File: config.mk
export PLATFORM = sky130hd
export DESIGN_NAME = mcp3_fifo512x080_ctl
export DESIGN_NICKNAME = d
export VERILOG_FILES = /design/src/rtl/mcp3_fifo512x080_ctl.sv
export SDC_FILE = /design/constraint.sdc
export NUM_CORES = 1
export LEC_CHECK = 0
export CORE_ASPECT_RATIO = 0.7
export CORE_MARGIN = 2
export CORE_UTILIZATION = 35
export CTS_BUF_LIST = sky130_fd_sc_hd__clkbuf_4 sky130_fd_sc_hd__clkbuf_8
export CTS_CLUSTER_DIAMETER = 200
export CTS_CLUSTER_SIZE = 12
export DETAILED_ROUTE_END_ITERATION = 6
export HOLD_SLACK_MARGIN = 0.02
export PLACE_DENSITY = 0.66
export SLEW_MARGIN = 15
export SYNTH_ARGS = -nofsm -noshare
export SYNTH_HDL_FRONTEND = slang
export SYNTH_SLANG_ARGS = --single-unit
File: constraint.sdc
create_clock -name clk -period 8.42 [get_ports clk]
set_input_delay 2.105 -clock clk [delete_from_list [all_inputs] [get_ports clk]]
set_output_delay 2.105 -clock clk [all_outputs]
set_load 0.03 [all_outputs]
File: src/rtl/mcp3_fifo512x080_ctl.sv
// mcp3_fifo512x080_ctl: first-word-fall-through controller for an external 512x80 SDP RAM with a 1-cycle registered read.
// Ports: push_valid/push_data/push_ready (producer side), pop_valid/pop_data/pop_ready (consumer side),
// ram_wren/ram_wrad/ram_data and ram_rden/ram_rdad/ram_q (RAM side), occupancy (RAM + in flight + output stage),
// afull (almost full, present only with MCP3_FIFO_AFULL_EN defined), coll_err (sticky same-address read/write flag).
// Optional feature macro: MCP3_FIFO_AFULL_EN enables the registered afull comparator against AFULL_THRESH.
module mcp3_fifo512x080_ctl #(
  parameter int AFULL_THRESH = 480
) (
  input  logic        clk,
  input  logic        reset_n,
  input  logic        push_valid,
  input  logic [79:0] push_data,
  output logic        push_ready,
  output logic        pop_valid,
  output logic [79:0] pop_data,
  input  logic        pop_ready,
  output logic        ram_wren,
  output logic [8:0]  ram_wrad,
  output logic [79:0] ram_data,
  output logic        ram_rden,
  output logic [8:0]  ram_rdad,
  input  logic [79:0] ram_q,
  output logic [9:0]  occupancy,
  output logic        afull,
  output logic        coll_err
);
  logic [8:0]  r_wr_ptr, r_rd_ptr;
  logic [9:0]  r_ram_cnt, r_occ;
  logic        r_inflight, r_coll;
  logic [1:0]  r_ost_cnt;
  logic [79:0] r_ost0, r_ost1;
  logic        w_accept, w_take, w_rd_issue;
  logic [2:0]  w_pending;
  logic [1:0]  w_cnt_p, w_ost_cnt_nxt;
  logic [9:0]  w_ram_cnt_nxt, w_occ_nxt;
  assign push_ready = r_ram_cnt != 10'd512;
  assign w_accept   = push_valid & push_ready;
  assign pop_valid  = r_ost_cnt != 2'd0;
  assign pop_data   = r_ost0;
  assign w_take     = pop_valid & pop_ready;
  // words already committed to the output stage after this cycle's pop; never negative because a pop implies ost_cnt >= 1
  assign w_pending  = {1'b0, r_ost_cnt} + {2'b0, r_inflight} - {2'b0, w_take};
  assign w_rd_issue = (r_ram_cnt != 10'd0) & (w_pending < 3'd2);
  assign ram_wren   = w_accept;
  assign ram_wrad   = r_wr_ptr;
  assign ram_data   = push_data;
  assign ram_rden   = w_rd_issue;
  assign ram_rdad   = r_rd_ptr;
  assign w_cnt_p       = r_ost_cnt - {1'b0, w_take};
  assign w_ost_cnt_nxt = w_cnt_p + {1'b0, r_inflight};
  assign w_ram_cnt_nxt = r_ram_cnt + 10'(w_accept) - 10'(w_rd_issue);
  assign w_occ_nxt     = w_ram_cnt_nxt + 10'(w_rd_issue) + 10'(w_ost_cnt_nxt);
  assign occupancy     = r_occ;
  assign coll_err      = r_coll;
  always_ff @(posedge clk or negedge reset_n) begin
    if (!reset_n) begin
      r_wr_ptr   <= '0;
      r_rd_ptr   <= '0;
      r_ram_cnt  <= '0;
      r_inflight <= 1'b0;
      r_ost_cnt  <= '0;
      r_ost0     <= '0;
      r_ost1     <= '0;
      r_occ      <= '0;
      r_coll     <= 1'b0;
    end else begin
      r_wr_ptr   <= r_wr_ptr + 9'(w_accept);
      r_rd_ptr   <= r_rd_ptr + 9'(w_rd_issue);
      r_ram_cnt  <= w_ram_cnt_nxt;
      r_inflight <= w_rd_issue;
      r_ost_cnt  <= w_ost_cnt_nxt;
      // head only changes on capture into an empty slot or a shift, so pop_data holds its last value when empty
      r_ost0     <= (r_inflight && w_cnt_p == 2'd0) ? ram_q : (w_take && r_ost_cnt == 2'd2) ? r_ost1 : r_ost0;
      r_ost1     <= (r_inflight && w_cnt_p == 2'd1) ? ram_q : r_ost1;
      r_occ      <= w_occ_nxt;
      r_coll     <= r_coll | (w_accept & w_rd_issue & (r_wr_ptr == r_rd_ptr));
    end
  end
`ifdef MCP3_FIFO_AFULL_EN
  logic r_afull;
  always_ff @(posedge clk or negedge reset_n) begin
    if (!reset_n) r_afull <= 1'b0;
    else r_afull <= {1'b0, w_occ_nxt} >= 11'(AFULL_THRESH);
  end
  assign afull = r_afull;
`else
  assign afull = 1'b0;
`endif
endmodule
==> results_dict.tcl, run 1 <==
set metrics [dict create \
    rsz0062_at_grt "no" \
    finalWirelength_mm 21.20 \
    clk_pin_slew_worst_paths_ns 0.08 \
    drive_above_1_share 0.1262 \
    setup_viol 0 \
    clock_sinks 202 \
    area_delta_synth_final_pct 21.29 \
    synth_top_area_frac 0.5314 \
    initial_core_util 0.3561 \
    vias 6095 \
    syn_avg_cell_area_um2 11.72 \
    hold_viol 0 \
    wl_per_cell_um 16.53 \
    endpoint_kind "primary output" \
    max_freq_mhz 142.3 \
    worst_slew_pin_slew_ns 0.9080 \
    cts_setup_buffers 0 \
    synth-edff-count 0 \
    diodes 0 \
    clk-insertion-delay-late_ns 0.52 \
    r2r_start "r_ost_cnt[1]" \
    gp_congestion 0.7980 \
    fin_total_pwr_mw 5.120 \
    coreArea_um2 26710 \
    syn_area_um2 9513 \
    ant_nets 0 \
    status "finished clean" \
    ys_ff_latch 202 \
    hold_slack_ns 0.4954 \
    holdPathEnd "coll_err" \
    fillerInstances 2481 \
    seq_area_frac_synth 0.5314 \
    ctsHoldBuffers 0 \
    synth_fp_nets 1001 \
    p_leak_nw 5.208 \
    synth.area.top_cells "dfrtp_1 (53%), mux2_2 (9.5%), mux2i_1 (8.4%)" \
    cts_root_buf "clkbuf_8" \
    path_cells "clkdlybuf4s50_1, and2_1, ha_1, inv_1, nand2_1, fa_1, xnor2_1, o211a_1, clkdlybuf4s50_1" \
    drc 0 \
    yosys-top-cells-count "dfrtp_1 (202), nand2_1 (92), buf_4 (82)" \
    portBuffers 196 \
    cts_max_level 1 \
    min_from "coll_err" \
    placed_area_um2 11240 \
    numCtsBuffers 20 \
    cts_buffer_depth 3 \
    vias_per_cell 4.751 \
    synth.most_common_cell "dfrtp_1" \
    grt_max_degree 89 \
    cp_max_fo 10 \
    fin_crit_ns 7.029 \
    post-route-period-util 0.8348 \
    overflow 0 \
    critPathMaxStageDelay_ns 0.74 \
    path_class "input pin to primary output" \
    peakVddDrop_uv 258.0 \
    path_buf_inv 3 \
    synthArstFlopShare 1.000 \
    tns_ns 0 \
    holdPathStages 1 \
    drv_cap 0 \
    worstSetupStartpointType "input pin" \
    r2r.worst_path.cells 19 \
    min_path_type "flip-flop to flip-flop" \
    stdcell_area_um2 11540 \
    nets 1108 \
    worstPathRequired_ns 6.32 \
    std_cell_rows 50 \
    skew_ns 0.01222 \
    place_hpwl_mm 14.42 \
    p_per_area_nw_per_um2 443.7 \
    slew_headroom 0.3947 \
    grt_pass1_vias 6143 \
    cts.repair.resized 0 \
    grt_pass1_wl_mm 34.17 \
    die_area_um2 28540 \
    cts_tree "yes" \
    critPathSlowestCell "clkdlybuf4s50_1" \
    yosysTopAreaCell "dfrtp_1" \
    synth-main-ff-cell "dfrtp_1" \
    drv_slew 0 \
    critPathTopFamily "buffers and inverters" \
    synth_cell_types 43 \
    finish.utilization 0.4319 \
    r2r_slack_ns 3.88 \
    globalRouteTotalUtil 0.1483 \
    antenna_found_initial 1 \
    fp.dieW_um 201.1 \
    dr.pass1.iters 4 \
    synthesis.instances 812 \
    drtIter0Drc 390 \
    r2r-end "occupancy[8]" \
    fp.dieH_um 141.9 \
    ios 358 \
    cpMostUsedCell "clkdlybuf4s50_1" \
    yosys_warnings 0 \
    arrival_ns 4.92 \
]
worst max-delay path by stage:
| stage | slack (ns) | cells past startpoint | to | start |
|---|---|---|---|---|
| after CTS | 1.38 | 9 | ram_rden | pop_ready |
| after floorplan | 2.83 | 8 | ram_rden | pop_ready |
| after detailed placement | 1.40 | 9 | ram_rden | pop_ready |
| after global placement | 1.44 | 9 | ram_rden | pop_ready |
| final | 1.39 | 9 | ram_rden | pop_ready |
| after global routing | 1.24 | 9 | ram_rden | pop_ready |
area by class of cell:
| type | instances | area (µm²) | share of cell area |
|---|---|---|---|
| Sequential cell | 202 | 5055 | 0.4381 |
| Clock buffer | 21 | 289.0 | 0.02505 |
| Clock inverter | 1 | 8.758 | 0.0007591 |
| Inverter | 24 | 90.09 | 0.007807 |
| Tap cell | 364 | 455.4 | 0.03947 |
| Multi-Input combinational cell | 468 | 3622 | 0.3139 |
| Timing Repair Buffer | 203 | 2018 | 0.1749 |
metal layers:
metal	part of all wire	global-route usage	up-vias
li1	-	-	2869
met1	0.50	0.2165	2996
met2	0.40	0.2083	200
met3	0.086	0.05769	28
met4	0.017	0.02729	2
met5	0.00061	0	-
flip-flops by register name, summed over array words and instances (netlist names):
register    count
r_ram_cnt      10
r_ost1         80
ram_rdad        9
r_ost_cnt       2
occupancy      10
r_inflight      1
ram_wrad        9
coll_err        1
pop_data       80
cell usage in the layout (no fill, tap or decap), types with 2 or more instances in the layout:
master           Yosys  final
nor3_1               6      6
inv_1               24     24
o21ai_0             80     80
nand4_1              5      5
mux2_2              80     80
a2111o_1             2      2
nor2_1              10     10
a21oi_2              2      2
nand2_1             92     92
clkbuf_8             0     22
nand2b_1             2      2
a31oi_1              2      2
a21oi_1              5      5
a21o_1               2      2
and2_1               4      4
xor2_1              15     15
nand4b_1             2      2
buf_4               82      7
dfrtp_1            202    202
mux2i_1             80     80
nand3_1              9      8
xnor2_1             28     28
ha_1                22     22
fa_1                 3      3
clkdlybuf4s50_1      0    195
per-stage QoR:
stage | setup slack, ns | instances
floorplan | 2.826 | 812
global placement | 1.439 | 1261
detailed placement | 1.396 | 1261
CTS | 1.378 | 1283
global route | 1.239 | 1283
finish | 1.391 | 1283
where the power goes:
group / total [mW] / switching, mW / internal (mW)
registers: 1.75 / 0.281 / 1.47
clock network: 0.554 / 0.329 / 0.225
logic: 2.81 / 1.56 / 1.25
total: 5.12 / 2.17 / 2.95
worst reg2reg max path, stage by stage (launching register included):
cell	delay, ns
dfrtp_1	0.47
inv_1	0.11
nand2_1	0.06
and2_1	0.16
ha_1	0.29
inv_1	0.14
nand2_1	0.08
fa_1	0.38
xnor2_1	0.14
o211a_1	0.39
xor2_1	0.12
ha_1	0.23
fa_1	0.54
inv_1	0.08
fa_1	0.47
nor2_1	0.13
nand2_1	0.06
nor3_1	0.26
nand3_1	0.14
xnor2_1	0.16
kinds of logic after synthesis:
logic type               after synthesis  share of synthesized area
AO/OA/AOI/OAI                        103                    0.06129
XOR/XNOR                              43                    0.03959
adder cells (fa/ha/maj)               25                    0.03525
buffers and inverters                142                    0.09036
flip-flops                           202                     0.5314
multiplexers                         160                     0.1789
other                                  1                  0.0003942
AND/OR/NAND/NOR                      136                    0.06287
No activity file was read; power rests on OpenSTA's default activity.
==> run 2, diff against run 1 <==
Clock period 8.42 ns to 7.2 ns, I/O delays scaled along.
==> run 2 against run 1 <==
Net effect: sequential share of layout area shrank 0.066 points; critical path depth grew 1; clock power grew 18%; combinational power grew 18%; via count grew 1.2%; highest routed layer is now met4; register-to-register slack lost 1.2 ns; worst hold slack lost 0.026 ns; count of clock-buffer cells in the layout grew 1; sequential power grew 17%.
==> results_dict.tcl, run 2 (same netlist as run 1, synthesis figures left out) <==
set metrics [dict create \
    setup_viol 0 \
    diodes 0 \
    fp.dieW_um 201.1 \
    cp_max_fo 10 \
    cts.repair.resized 0 \
    min_from "coll_err" \
    coreArea_um2 26710 \
    cts_buffer_depth 3 \
    status "finished clean" \
    max_freq_mhz 158.1 \
    skew_ns 0.01516 \
    finish.utilization 0.4326 \
    cts_max_level 1 \
    overflow 0 \
    numCtsBuffers 20 \
    rsz0062_at_grt "no" \
    cts_root_buf "clkbuf_8" \
    wl_per_cell_um 16.66 \
    worstSetupStartpointType "input pin" \
    p_leak_nw 5.216 \
    grt_pass1_vias 6057 \
    hold_viol 0 \
    drc 0 \
    vias_per_cell 4.807 \
    seqCellArea_um2 5055 \
    holdPathStages 1 \
    r2r-end "occupancy[8]" \
    clock_sinks 202 \
    holdPathEnd "coll_err" \
    cts_tree "yes" \
    clk_pin_slew_worst_paths_ns 0.08 \
    fp.dieH_um 141.9 \
    portBuffers 196 \
    multiInputGateArea_um2 3622 \
    final_cell_mix "dfrtp_1 (202), clkdlybuf4s50_1 (195), nand2_1 (92)" \
    r2r_slack_ns 2.65 \
    ctsHoldBuffers 0 \
    nets 1108 \
    min_path_type "flip-flop to flip-flop" \
    std_cell_rows 50 \
    slew_headroom 0.3729 \
    gp_congestion 0.7969 \
    post-route-period-util 0.8783 \
    ios 358 \
    path_class "input pin to primary output" \
    hold_slack_ns 0.4694 \
    worst_slew_pin_slew_ns 0.9406 \
    antenna_found_initial 0 \
    die_area_um2 28540 \
    place_hpwl_mm 14.45 \
    peakVddDrop_uv 276.5 \
    area_delta_synth_final_pct 21.48 \
    r2r_start "r_ost_cnt[1]" \
    drv_cap 0 \
    final_common_cell "dfrtp_1" \
    arrival_ns 4.52 \
    cts_setup_buffers 0 \
    tns_ns 0 \
    clk-insertion-delay-late_ns 0.52 \
    fin_total_pwr_mw 6.027 \
    finalWirelength_mm 21.37 \
    grt_pass1_wl_mm 34.57 \
    dr.pass1.iters 5 \
    ant_nets 0 \
    fin_crit_ns 6.324 \
    p_per_area_nw_per_um2 521.5 \
    globalRouteTotalUtil 0.1496 \
    fillerInstances 2482 \
    vias 6168 \
    drtIter0Drc 270 \
    initial_core_util 0.3561 \
    endpoint_kind "primary output" \
    grt_max_degree 107 \
    drive_above_1_share 0.1262 \
    r2r.worst_path.cells 20 \
    worstPathRequired_ns 5.40 \
    drv_slew 0 \
]
[run 2: cell type report]
cell class / instances / area share
well taps: 364 / 0.03941
flip-flops and latches: 202 / 0.4374
inverters: 24 / 0.007796
clock buffers: 22 / 0.02620
repair buffers: 203 / 0.1757
multi-input cells: 468 / 0.3134
[run 2: power breakdown]
| part | switching [mW] | internal, mW | leakage [nW] |
|---|---|---|---|
| registers | 0.331 | 1.72 | 2.47 |
| clock network | 0.384 | 0.272 | 0.158 |
| logic | 1.84 | 1.48 | 2.59 |
[run 2: how the worst max path moves through the flow]
stage              start           end  slack [ns]  depth (start not counted)
6_report       pop_ready      ram_rden        0.88                         10
5_1_grt        pop_ready      ram_rden        0.78                         10
4_1_cts        pop_ready      ram_rden        0.89                         10
3_5_place_dp   pop_ready      ram_rden        0.89                         10
3_3_place_gp   pop_ready      ram_rden        0.95                         10
2_1_floorplan  pop_ready  occupancy[8]        1.91                         18
[run 2: per-stage QoR]
step | worst slack (ns) | area [µm²] | instances
2_1_floorplan | 1.914 | 9513 | 812
3_3_place_gp | 0.9512 | 11250 | 1261
3_5_place_dp | 0.8943 | 11250 | 1261
4_1_cts | 0.8860 | 11560 | 1283
5_1_grt | 0.7808 | 11560 | 1283
6_report | 0.8761 | 11560 | 1283
[run 2: critical path: stages]
cell and delay (ns):
clkdlybuf4s50_1 0.46, and2_1 0.16, ha_1 0.30, inv_1 0.15, nand2_1 0.09, fa_1 0.39, xnor2_1 0.16, o211a_1 0.16
buf_4 0.17, clkdlybuf4s50_1 0.68
[run 2: layer usage]
| metal | global-route usage | wire length, µm | up-vias |
|---|---|---|---|
| met4 | 0.03431 | 472 | 0 |
| met1 | 0.2264 | 10680 | 3046 |
| li1 | - | - | 2872 |
| met2 | 0.1981 | 8270 | 218 |
| met3 | 0.05723 | 1951 | 32 |
| met5 | 0 | 0 | - |
